<file path="config.mk">
export PLATFORM = sky130hd
export DESIGN_NAME = centroid_uart_receiver
export DESIGN_NICKNAME = d
export VERILOG_FILES = /design/src/rtl/centroid_uart_receiver.sv
export SDC_FILE = /design/constraint.sdc
export NUM_CORES = 1
export LEC_CHECK = 0
export CORE_AREA = 2 2 132 134
export DETAILED_ROUTE_END_ITERATION = 7
export DIE_AREA = 0 0 134 136
export SLEW_MARGIN = 25
export SYNTH_ARGS = -nofsm -noshare
export SYNTH_HDL_FRONTEND = slang
export SYNTH_SLANG_ARGS = --single-unit
</file>
<file path="constraint.sdc">
create_clock -name clk_in -period 1.89 [get_ports clk_in]
set_input_delay 0.189 -clock clk_in [delete_from_list [all_inputs] [get_ports clk_in]]
set_output_delay 0.189 -clock clk_in [all_outputs]
set_load 0.02 [all_outputs]
</file>
<file path="src/rtl/centroid_uart_receiver.sv">
// 8N1 serial receiver that assembles two 17-bit centroids
// from tagged six-byte frames with idle-line resynchronisation.
module centroid_uart_receiver #(
  parameter int INPUT_CLOCK_FREQ  = 200_000_000,
  parameter int BAUD_RATE         = 115200,
  parameter int IDLE_TIMEOUT_BITS = 20
) (
  input  logic        clk_in,
  input  logic        rst_in,
  input  logic        rx_wire_in,
  output logic [16:0] c1_data_out,
  output logic [16:0] c2_data_out,
  output logic        valid_out,
  output logic        frame_error_out,
  output logic        busy_out
);

  localparam int CPB = INPUT_CLOCK_FREQ / BAUD_RATE;
  localparam int TO  = IDLE_TIMEOUT_BITS * CPB;
  localparam int CW  = $clog2(CPB + 1);
  localparam int TW  = $clog2(TO + 1);
  localparam logic [CW-1:0] HALF_M1 = CW'(CPB / 2 - 1);
  localparam logic [CW-1:0] FULL_M1 = CW'(CPB - 1);
  localparam logic [TW-1:0] TO_MAX  = TW'(TO);

  typedef enum logic [1:0] {
    RX_IDLE, RX_START, RX_DATA, RX_STOP
  } rx_state_t;

  typedef enum logic [2:0] {
    WAIT_C1B1, C1B2, C1B3, C2B1, C2B2, C2B3, RESYNC
  } seq_state_t;

  logic rx_meta_q, rx_meta_d;
  logic rx_sync_q, rx_sync_d;
  logic rx_prev_q, rx_prev_d;
  logic [TW-1:0] idle_cnt_q, idle_cnt_d;
  logic idle_done;

  rx_state_t rx_state_q, rx_state_d;
  logic [CW-1:0] bit_cnt_q, bit_cnt_d;
  logic [2:0] bit_idx_q, bit_idx_d;
  logic [7:0] shift_q, shift_d;
  logic byte_stb_q, byte_stb_d;
  logic ferr_stb_q, ferr_stb_d;

  seq_state_t seq_q, seq_d;
  logic [16:0] s1_q, s1_d;
  logic [16:0] s2_q, s2_d;
  logic [16:0] c1_q, c1_d;
  logic [16:0] c2_q, c2_d;
  logic valid_q, valid_d;
  logic serr_q, serr_d;
  logic bad;
  logic is_b1, is_b2, is_b3;

  // synchroniser chain and idle-line duration counter
  always_comb begin
    rx_meta_d  = rx_wire_in;
    rx_sync_d  = rx_meta_q;
    rx_prev_d  = rx_sync_q;
    idle_cnt_d = idle_cnt_q;
    if (!rx_sync_q)
      idle_cnt_d = '0;
    else if (idle_cnt_q != TO_MAX)
      idle_cnt_d = idle_cnt_q + 1'b1;
  end

  assign idle_done = (idle_cnt_q == TO_MAX);

  // bit receiver: start qualification, data shift, stop check
  always_comb begin
    rx_state_d = rx_state_q;
    bit_cnt_d  = bit_cnt_q;
    bit_idx_d  = bit_idx_q;
    shift_d    = shift_q;
    byte_stb_d = 1'b0;
    ferr_stb_d = 1'b0;
    unique case (rx_state_q)
      RX_IDLE: begin
        if (rx_prev_q && !rx_sync_q) begin
          rx_state_d = RX_START;
          bit_cnt_d  = '0;
        end
      end
      RX_START: begin
        if (bit_cnt_q == HALF_M1) begin
          bit_cnt_d  = '0;
          bit_idx_d  = '0;
          rx_state_d = rx_sync_q ? RX_IDLE : RX_DATA;
        end else begin
          bit_cnt_d = bit_cnt_q + 1'b1;
        end
      end
      RX_DATA: begin
        if (bit_cnt_q == FULL_M1) begin
          bit_cnt_d = '0;
          shift_d   = {rx_sync_q, shift_q[7:1]};
          if (bit_idx_q == 3'd7)
            rx_state_d = RX_STOP;
          else
            bit_idx_d = bit_idx_q + 1'b1;
        end else begin
          bit_cnt_d = bit_cnt_q + 1'b1;
        end
      end
      RX_STOP: begin
        if (bit_cnt_q == FULL_M1) begin
          bit_cnt_d  = '0;
          rx_state_d = RX_IDLE;
          byte_stb_d = rx_sync_q;
          ferr_stb_d = !rx_sync_q;
        end else begin
          bit_cnt_d = bit_cnt_q + 1'b1;
        end
      end
      default: rx_state_d = RX_IDLE;
    endcase
  end

  assign is_b1 = (shift_q[7:6] == 2'b00);
  assign is_b2 = (shift_q[7:6] == 2'b01);
  assign is_b3 = (shift_q[7:5] == 3'b010);

  // frame sequencer: class is checked against expected position
  always_comb begin
    seq_d   = seq_q;
    s1_d    = s1_q;
    s2_d    = s2_q;
    c1_d    = c1_q;
    c2_d    = c2_q;
    valid_d = 1'b0;
    serr_d  = 1'b0;
    bad     = 1'b0;
    if (ferr_stb_q) begin
      seq_d = RESYNC;
      s1_d  = '0;
      s2_d  = '0;
    end else if (byte_stb_q) begin
      unique case (seq_q)
        WAIT_C1B1: begin
          if (is_b1) begin
            s1_d  = {11'b0, shift_q[5:0]};
            s2_d  = '0;
            seq_d = C1B2;
          end
        end
        C1B2: begin
          if (is_b2) begin
            s1_d[11:6] = shift_q[5:0];
            seq_d      = C1B3;
          end else bad = 1'b1;
        end
        C1B3: begin
          if (is_b3) begin
            s1_d[16:12] = shift_q[4:0];
            seq_d       = C2B1;
          end else bad = 1'b1;
        end
        C2B1: begin
          if (is_b1) begin
            s2_d[5:0] = shift_q[5:0];
            seq_d     = C2B2;
          end else bad = 1'b1;
        end
        C2B2: begin
          if (is_b2) begin
            s2_d[11:6] = shift_q[5:0];
            seq_d      = C2B3;
          end else bad = 1'b1;
        end
        C2B3: begin
          if (is_b3) begin
            c1_d    = s1_q;
            c2_d    = {shift_q[4:0], s2_q[11:0]};
            valid_d = 1'b1;
            seq_d   = WAIT_C1B1;
          end else bad = 1'b1;
        end
        RESYNC: ;
        default: seq_d = WAIT_C1B1;
      endcase
      if (bad) begin
        serr_d = 1'b1;
        seq_d  = RESYNC;
        s1_d   = '0;
        s2_d   = '0;
      end
    end else if (idle_done) begin
      if (seq_q == RESYNC) begin
        seq_d = WAIT_C1B1;
      end else if (seq_q != WAIT_C1B1) begin
        serr_d = 1'b1;
        seq_d  = WAIT_C1B1;
        s1_d   = '0;
        s2_d   = '0;
      end
    end
  end

  // state registers; synchroniser loads idle level in reset
  always_ff @(posedge clk_in) begin
    if (!rst_in) begin
      rx_meta_q  <= 1'b1;
      rx_sync_q  <= 1'b1;
      rx_prev_q  <= 1'b1;
      idle_cnt_q <= '0;
      rx_state_q <= RX_IDLE;
      bit_cnt_q  <= '0;
      bit_idx_q  <= '0;
      shift_q    <= '0;
      byte_stb_q <= 1'b0;
      ferr_stb_q <= 1'b0;
      seq_q      <= WAIT_C1B1;
      s1_q       <= '0;
      s2_q       <= '0;
      c1_q       <= '0;
      c2_q       <= '0;
      valid_q    <= 1'b0;
      serr_q     <= 1'b0;
    end else begin
      rx_meta_q  <= rx_meta_d;
      rx_sync_q  <= rx_sync_d;
      rx_prev_q  <= rx_prev_d;
      idle_cnt_q <= idle_cnt_d;
      rx_state_q <= rx_state_d;
      bit_cnt_q  <= bit_cnt_d;
      bit_idx_q  <= bit_idx_d;
      shift_q    <= shift_d;
      byte_stb_q <= byte_stb_d;
      ferr_stb_q <= ferr_stb_d;
      seq_q      <= seq_d;
      s1_q       <= s1_d;
      s2_q       <= s2_d;
      c1_q       <= c1_d;
      c2_q       <= c2_d;
      valid_q    <= valid_d;
      serr_q     <= serr_d;
    end
  end

  assign c1_data_out     = c1_q;
  assign c2_data_out     = c2_q;
  assign valid_out       = valid_q;
  assign frame_error_out = serr_q | ferr_stb_q;
  assign busy_out        = (seq_q != WAIT_C1B1) && (seq_q != RESYNC);

endmodule
</file>
==> results.json, run 1 <==
{
  "min_from": "rx_wire_in",
  "cts_hold_buf": 0,
  "synth_compound_area_frac": 0.180,
  "relSlewSlack": 0.728,
  "dp_cells": 849,
  "hold_viol": 0,
  "antenna_cells": 0,
  "io_pins": 40,
  "finalCriticalPeriod_ps": 1810,
  "setup_violations": 0,
  "worstPathArrival_ps": 1620,
  "cts_buffers": 17,
  "yosysSeqAreaShare": 0.458,
  "yosys.area.top_type": "dfxtp_1",
  "drtAntennaViolNets": 0,
  "die_h_um": 136,
  "cts_num_sinks": 113,
  "htreeDepth": 4,
  "final-instance-count-excl-fill": 881,
  "clock.fmax_ghz": 0.553,
  "vdd_drop_max_v": 0.000614,
  "status": "completed",
  "clockBufferDepth": 2,
  "synth_top_family_by_area": "simple AND/OR/NAND/NOR gates",
  "crit_fanout": 8,
  "cpMaxStageDelayCell": "dfxtp_2",
  "firstDrtPassIters": 4,
  "cap_viol_max_count": 0,
  "syn-instance-count": 580,
  "finalMaxSlewViolations": 0,
  "crit_path_cell_trace": "or2_1 -> a21oi_4 -> inv_1 -> dlygate4sd2_1",
  "holdWs_ps": 341,
  "wl_um": 11200,
  "p_leak_uw": 0.00224,
  "core-area_um2": 16900,
  "synth_nets": 588,
  "grt_pass1_wl_um": 19200,
  "grt_usage": 0.131,
  "cts_tree": "done",
  "synth_mux_area_frac": 0.00203,
  "vias_per_cell": 4.79,
  "place_hpwl_um": 7770,
  "insertion_delay_ps": 410,
  "drcViolationCount": 0,
  "synthToLayoutAreaGrowth_pct": 29.2,
  "end_kind": "output port",
  "ys_ff_latch": 113,
  "cp_data_required_time_ps": 1700,
  "netlist_area_um2": 4940,
  "synth-xor-area-share": 0.0319,
  "fin_crit_sh": 0.956,
  "fin_worst_skew_ps": 9.60,
  "synth-simple-area-share": 0.270,
  "crit_buf_inv": 2,
  "hp-class": "in -> reg",
  "grt_overflow": 0,
  "drtIter0Drc": 262,
  "gp_congestion": 0.826,
  "path_class": "reg -> out",
  "power_density_nw_per_um2": 871,
  "yosys_warnings": 0,
  "grt_pass1_vias": 3909,
  "portBuffers": 39,
  "crit_start": "seq_q[2]$_SDFFE_PN0P_",
  "synth_top_area_frac": 0.458,
  "synthAdderAreaFrac": 0.0127,
  "final.fill_count": 1734,
  "cts_root_buffer": "clkbuf_16",
  "tightest_slew_ps": 406,
  "vias": 4220,
  "dieArea_um2": 18200,
  "fp.dieW_um": 134,
  "crit_path_start_kind": "register",
  "drive_above_1_share": 0.155,
  "wl_per_cell_um": 12.7,
  "multiInputGateArea_um2": 2470,
  "antenna_found_initial": 0,
  "rows": 48,
  "synth.top_cells.by_area": "dfxtp_1 (46%), nand2_1 (8.3%), a21oi_1 (5.5%)",
  "clkSlewWorstSetupHoldPaths_ps": 50,
  "grt_max_degree": 37,
  "post_cts_buffers": 0,
  "synthDistinctLibCells": 62,
  "cp_top_family": "buffers and inverters",
  "rsz0062_at_grt": "no",
  "nets": 651,
  "start_util": 0.293,
  "syn-mean-instance-area_um2": 8.51,
  "register_area_um2": 2260,
  "reg2reg_from": "bit_cnt_q[1]$_SDFFE_PN0P_",
  "max_stage_delay_ps": 350
}
## kinds of logic after synthesis
kind of cell    Yosys count
simple gates            258
compound gates          137
flops                   113
buf+inv                  48
xor+xnor                 18
fa+ha+maj                 5
mux                       1
## metal layers
layer / GRT usage / vias to the layer above / share of wire
li1: - / 2186 / -
met1: 0.170 / 1948 / 0.48
met2: 0.206 / 72 / 0.47
met3: 0.0365 / 14 / 0.039
met4: 0.0491 / 0 / 0.014
met5: 0 / - / 0
## path summary, 6_finish.rpt
path,to,slack [ps],depth (start not counted)
min,rx_meta_q$_SDFF_PN1_,340,2
max,busy_out,80,4
max reg2reg,bit_idx_q[2]$_SDFFE_PN0P_,130,6
min reg2reg,rx_prev_d$_SDFF_PN1_,410,1
## synth_stat cells (all sizes together)
master,number
nor2b,3
o21a,1
o31ai,2
a22o,11
a221oi,1
a21bo,1
nand4,25
o211ai,6
nand2,111
xor2,11
o21ai,24
ha,5
a31oi,16
dfxtp,113
a31o,1
nor2,32
nor4b,4
and4bb,3
nor3,5
xnor2,7
and2b,1
a21oi,55
or3,5
or2,2
a41oi,1
buf,18
a211oi,6
nand3,34
and3,9
a211o,1
nor4,3
mux2i,1
o22a,1
a21o,2
and2,5
o311ai,1
and4,3
nand3b,5
inv,8
nor3b,3
clkbuf,22
o2bb2ai,7
nand2b,5
## cell type report
cell class,instances,share of cell area
Multi-Input combinational cell,419,0.387
Sequential cell,113,0.355
Timing Repair Buffer,84,0.120
Clock buffer,20,0.0716
Tap cell,225,0.0441
Clock inverter,12,0.0173
Inverter,8,0.00471
## through the flow
stage | total power (uW) | util | setup slack (ps) | instance area, um^2 | setup TNS, ps
6_report | 5560 | 0.378 | 82.6 | 6380 | 0
5_1_grt | 5770 | 0.378 | 2.93 | 6380 | 0
4_1_cts | 5630 | 0.377 | 15.6 | 6370 | 0
3_5_place_dp | 2610 | 0.343 | -62.4 | 5790 | -393
3_3_place_gp | 2610 | 0.343 | 9.38 | 5790 | 0
2_1_floorplan | 2540 | - | 182 | 4940 | 0
## where the power goes
part / total [uW] / internal, uW / switching (uW)
logic: 157 / 59.3 / 97.5
clock network: 3000 / 1870 / 1130
registers: 2400 / 2390 / 5.51
## placed cells by master (no fill, tap or decap), types with 3 or more instances in the layout
cell and n:
nor3_1 4, a22o_1 11, nor2b_1 3, nand4_1 24, dfxtp_1 112, a211oi_1 4, a21oi_1 53, buf_12 3
clkinv_4 3, or3_1 4, clkinv_2 3, inv_1 6, nand2b_1 5, ha_1 4, nor2_1 32, and2_1 5
clkbuf_16 17, xnor2_1 7, nand3_1 34, clkinvlp_4 4, xor2_1 11, clkdlybuf4s50_1 37, o21ai_1 6, o21ai_0 17
a31oi_1 16, o211ai_1 5, nand3b_1 5, nand2_1 109, and3_1 9, buf_4 42, and4_1 3, o2bb2ai_1 7
## flip-flops by register name, summed over array words and instances (netlist names), 3 cells and up, named ones only
register,flops
idle_cnt_q,16
bit_cnt_q,11
s2_q,12
bit_idx_q,3
c1_data_out,17
shift_q,8
seq_q,3
s1_q,17
c2_data_out,17
## timing repair
item / CTS / global route
hold endpoints to repair: 0 / 0
pin swaps: 0 / 2
gates cloned: 0 / 0
gates resized for setup: 3 / 5
setup endpoints to repair: 1 / 33
## worst register-to-register path: stages (launching register included)
cell and delay (ps):
dfxtp_1 340, ha_2 230, and4bb_2 310, nand4_1 160
or3_1 410, nand4_1 120, o211ai_1 80
Power figures use the tool's default switching activity.
==> run 2, diff against run 1 <==
==> constraint.sdc (replaced) <==
create_clock -name clk_in -period 1.82 [get_ports clk_in]
set_input_delay 0.182 -clock clk_in [delete_from_list [all_inputs] [get_ports clk_in]]
set_output_delay 0.182 -clock clk_in [all_outputs]
set_load 0.02 [all_outputs]
==> run 2 against run 1 <==
Design area rose by 2.9%. Worst hold slack better by 2.6 ps. Cell count rose by 1.0%. Non-clock buffer count grew 10. Combinational power rose by 9.6%. Sequential power is 4% higher. Wire length is 4.9% higher. Critical endpoint unchanged. Largest power group unchanged.
==> results.json, run 2 (synthesis results as in run 1) <==
{
  "crit_path_start_kind": "register",
  "vdd_drop_max_v": 0.000637,
  "register_area_um2": 2270,
  "nets": 661,
  "worstPathArrival_ps": 1570,
  "final.fill_count": 1677,
  "cts_tree": "done",
  "firstDrtPassIters": 4,
  "wl_um": 11800,
  "drtIter0Drc": 200,
  "relSlewSlack": 0.734,
  "multiInputGateArea_um2": 2530,
  "insertion_delay_ps": 420,
  "grt_max_degree": 46,
  "clock.fmax_ghz": 0.570,
  "drive_above_1_share": 0.191,
  "hold_viol": 0,
  "finalCriticalPeriod_ps": 1750,
  "wl_per_cell_um": 13.2,
  "fin_crit_sh": 0.964,
  "crit_fanout": 7,
  "vias": 4273,
  "p_leak_uw": 0.00231,
  "antenna_cells": 0,
  "grt_overflow": 0,
  "tightest_slew_ps": 396,
  "power_density_nw_per_um2": 921,
  "grt_pass1_wl_um": 19700,
  "io_pins": 40,
  "cap_viol_max_count": 0,
  "status": "completed",
  "clockBufferDepth": 2,
  "path_class": "reg -> out",
  "fin_util": 0.389,
  "drcViolationCount": 0,
  "htreeDepth": 4,
  "tns_ps": 0,
  "grt_usage": 0.134,
  "end_kind": "output port",
  "final_common_cell": "nand2_1",
  "cp_data_required_time_ps": 1640,
  "fin_worst_skew_ps": 7.81,
  "hp-class": "in -> reg",
  "cts_root_buffer": "clkbuf_16",
  "antenna_found_initial": 0,
  "core-area_um2": 16900,
  "drtAntennaViolNets": 0,
  "die_h_um": 136,
  "rows": 48,
  "layout_common_cells": "nand2_1 (109), dfxtp_1 (105), a21oi_1 (50), buf_4 (50), clkdlybuf4s50_1 (37)",
  "vias_per_cell": 4.80,
  "cts_num_sinks": 113,
  "start_util": 0.293,
  "setup_violations": 0,
  "synthToLayoutAreaGrowth_pct": 32.9,
  "portBuffers": 39,
  "finalMaxSlewViolations": 0,
  "gp_congestion": 0.862,
  "grt_pass1_vias": 4061,
  "dieArea_um2": 18200,
  "fp.dieW_um": 134,
  "rsz0062_at_grt": "yes",
  "clkSlewWorstSetupHoldPaths_ps": 50,
  "cts_buffers": 17,
  "place_hpwl_um": 7750
}
[run 2: critical path, cell delays in order, from the launching register on]
cell,delay (ps)
dfxtp_2,350
or2_4,280
a21oi_4,170
inv_1,50
dlygate4sd2_1,310
[run 2: power by group]
group	internal, uW	switching, uW	total [uW]
Sequential	2490	6.70	2500
Combinational	66.2	106	172
Clock	2250	1130	3380
Total	4800	1240	6050
[run 2: routing by layer]
metal  track usage  vias to the layer above  routed length (um)
met5             0                        -                   0
met4        0.0632                        0                 220
met3        0.0362                       17                 389
met2         0.212                       71                5480
met1         0.171                     1970                5690
li1              -                     2215                   -
[run 2: worst paths after layout]
| path | end | start | slack (ps) | depth (start not counted) |
|---|---|---|---|---|
| max | busy_out | seq_q[2]$_SDFFE_PN0P_ | 70 | 4 |
| min | rx_meta_q$_SDFF_PN1_ | rx_wire_in | 340 | 2 |
| max reg2reg | s2_q[10]$_SDFFE_PP0P_ | idle_cnt_q[3]$_SDFFE_PN0N_ | 70 | 6 |
| min reg2reg | rx_prev_d$_SDFF_PN1_ | rx_meta_q$_SDFF_PN1_ | 410 | 1 |
[run 2: cell type report]
class	instances	area share
clock buffers	22	0.0722
clock inverters	9	0.0200
inverters	8	0.00457
multi-input cells	419	0.385
flip-flops and latches	113	0.346
well taps	225	0.0429
repair buffers	94	0.129
[run 2: timing repair]
action	CTS	global route
pin swaps	1	8
resized for setup	5	26
setup buffers	1	3
endpoints found under the setup margin	5	40
hold buffers	0	0
[run 2: metrics by stage]
stage          hold slack, ps  area (um^2)  worst slack (ps)  power (uW)  instances
6_report                  343         6560              65.6        6050        890
5_1_grt                   363         6560             -61.3        6220        890
4_1_cts                   329         6460             -9.85        6090        887
3_5_place_dp              393         5840             -38.8        2700        855
3_3_place_gp              396         5840              27.4        2700        855
2_1_floorplan             283         4940               112        2640        580
==> run 3, diff against run 2 <==
--- a/config.mk
+++ b/config.mk
@@ -5,9 +5,9 @@
 export SDC_FILE = /design/constraint.sdc
 export NUM_CORES = 1
 export LEC_CHECK = 0
-export CORE_AREA = 2 2 132 134
+export CORE_AREA = 2 2 126 140
 export DETAILED_ROUTE_END_ITERATION = 7
-export DIE_AREA = 0 0 134 136
+export DIE_AREA = 0 0 128 142
 export SLEW_MARGIN = 25
 export SYNTH_ARGS = -nofsm -noshare
 export SYNTH_HDL_FRONTEND = slang
==> run 3 against run 2 <==
Largest power group unchanged. Global-route usage grew 0.38 points. Via count grew 2.2%. Wire length is 3.5% higher. Register-to-register slack hardly changed. Highest routed layer unchanged. Design area shrank 1.0%. Clock-buffer cell count up 1. Non-clock buffer count down 1.
==> results.json, run 3 (synthesis results as in run 1) <==
{
  "status": "completed",
  "synthToLayoutAreaGrowth_pct": 31.6,
  "cp_data_required_time_ps": 2170,
  "reg2reg_from": "bit_cnt_q[1]$_SDFFE_PN0P_",
  "io_pins": 40,
  "fin_worst_skew_ps": 7.06,
  "fin_crit_sh": 0.968,
  "rsz0062_at_grt": "yes",
  "vias_per_cell": 5.00,
  "power_density_nw_per_um2": 919,
  "drcViolationCount": 0,
  "die_h_um": 142,
  "relSlewSlack": 0.725,
  "tightest_slew_ps": 413,
  "cts_tree": "done",
  "antenna_cells": 0,
  "r2r-end": "bit_idx_q[0]$_SDFFE_PN0P_",
  "finalWorstSetupSlack_ps": 57.6,
  "critPathCapture": "bit_idx_q[0]$_SDFFE_PN0P_",
  "gp_congestion": 0.826,
  "fp.dieW_um": 128,
  "hold_viol": 0,
  "finalMaxSlewViolations": 0,
  "grt_pass1_vias": 4167,
  "grt_overflow": 0,
  "crit_fanout": 5,
  "cts_root_buffer": "clkbuf_16",
  "portBuffers": 39,
  "worstPathArrival_ps": 2120,
  "path_class": "reg -> reg",
  "dp_slack_ps": -108,
  "p_leak_uw": 0.00230,
  "firstDrtPassIters": 4,
  "cts_num_sinks": 113,
  "clockBufferDepth": 2,
  "crit_path_start_kind": "register",
  "end_kind": "register",
  "crit_start": "bit_cnt_q[1]$_SDFFE_PN0P_",
  "layout_common_cells": "nand2_1 (109), dfxtp_1 (109), a21oi_1 (51), buf_4 (51), clkdlybuf4s50_1 (37)",
  "start_util": 0.294,
  "htreeDepth": 4,
  "rows": 50,
  "finalCriticalPeriod_ps": 1760,
  "grt_max_degree": 46,
  "wl_per_cell_um": 14.0,
  "clock.fmax_ghz": 0.567,
  "worstRegToRegCells": 6,
  "fin_util": 0.387,
  "dieArea_um2": 18200,
  "antenna_found_initial": 0,
  "hp-class": "in -> reg",
  "min_from": "rx_wire_in",
  "vias": 4368,
  "cap_viol_max_count": 0,
  "place_hpwl_um": 8460,
  "setup_violations": 0,
  "core-area_um2": 16800,
  "vdd_drop_max_v": 0.000634,
  "drtAntennaViolNets": 0,
  "insertion_delay_ps": 420,
  "grt_pass1_wl_um": 19900,
  "clkSlewWorstSetupHoldPaths_ps": 50,
  "grt_usage": 0.138,
  "drtIter0Drc": 283,
  "nets": 661,
  "drive_above_1_share": 0.177,
  "wl_um": 12200,
  "reg2reg_setup_slack_ps": 60,
  "final.fill_count": 1654,
  "cts_buffers": 17
}
-- run 3: changes by cell type in the layout (fill, tap and decap cells not counted), moves of 2 or more --
cell	previous run	this run
dfxtp_1	105	109
dfxtp_2	8	4
buf_6	2	0
clkbuf_8	3	5
clkinv_4	3	1
clkinvlp_4	0	2
inv_1	4	6
inv_2	4	2
-- run 3: repair_timing --
item | in CTS | in global routing
cloned | 0 | 1
hold buffers | 0 | 0
endpoints found under the setup margin | 2 | 51
buffers inserted | 1 | 3
resized for setup | 4 | 13
pin swaps | 2 | 7
-- run 3: worst max-delay path: stages, from the launching register on --
cell and delay (ps):
dfxtp_2 350, ha_4 140, and4bb_2 300, nand4_1 190, or3_1 420, a21o_1 170
a21oi_2 130
-- run 3: per-stage QoR --
| stage | cells | power, uW | area [um^2] | hold slack (ps) | TNS [ps] |
|---|---|---|---|---|---|
| floorplan | 580 | 2640 | 4940 | 283 | 0 |
| global placement | 837 | 2700 | 5810 | 394 | -182 |
| detailed placement | 837 | 2700 | 5810 | 393 | -785 |
| CTS | 870 | 6010 | 6420 | 312 | -15.5 |
| global route | 874 | 6170 | 6500 | 359 | -300 |
| finish | 874 | 5970 | 6500 | 322 | 0 |
-- run 3: where the power goes --
part | switching (uW) | internal, uW | leakage, uW
registers | 6.27 | 2490 | 0.000913
clock network | 1130 | 2180 | 0.000295
logic | 103 | 63.6 | 0.00109
-- run 3: layer usage --
metal  global-route usage  vias to the layer above  wire length (um)
met1                0.159                     2067              5520
met3               0.0361                       23               339
li1                     -                     2213                 -
met2                0.236                       65              6070
met4               0.0694                        0               267
met5                    0                        -                 0
-- run 3: how the worst min path moves through the flow --
stage,cells past startpoint,slack (ps),endpoint
floorplan,1,280,rx_meta_q$_SDFF_PN1_
detailed placement,1,390,rx_prev_d$_SDFF_PN1_
CTS,2,310,rx_meta_q$_SDFF_PN1_
global placement,1,390,rx_prev_d$_SDFF_PN1_
global route,2,360,rx_meta_q$_SDFF_PN1_
finish,2,320,rx_meta_q$_SDFF_PN1_
-- run 3: layout make-up --
cell class                 count  area [um^2]  share of cell area
timing repair buffer          93          832               0.128
multi-input combinational    420         2500               0.386
tap                          208          260              0.0401
clock buffer                  23          498              0.0767
clock inverter                 9          104              0.0160
sequential                   113         2270               0.349
inverter                       8         30.0             0.00462
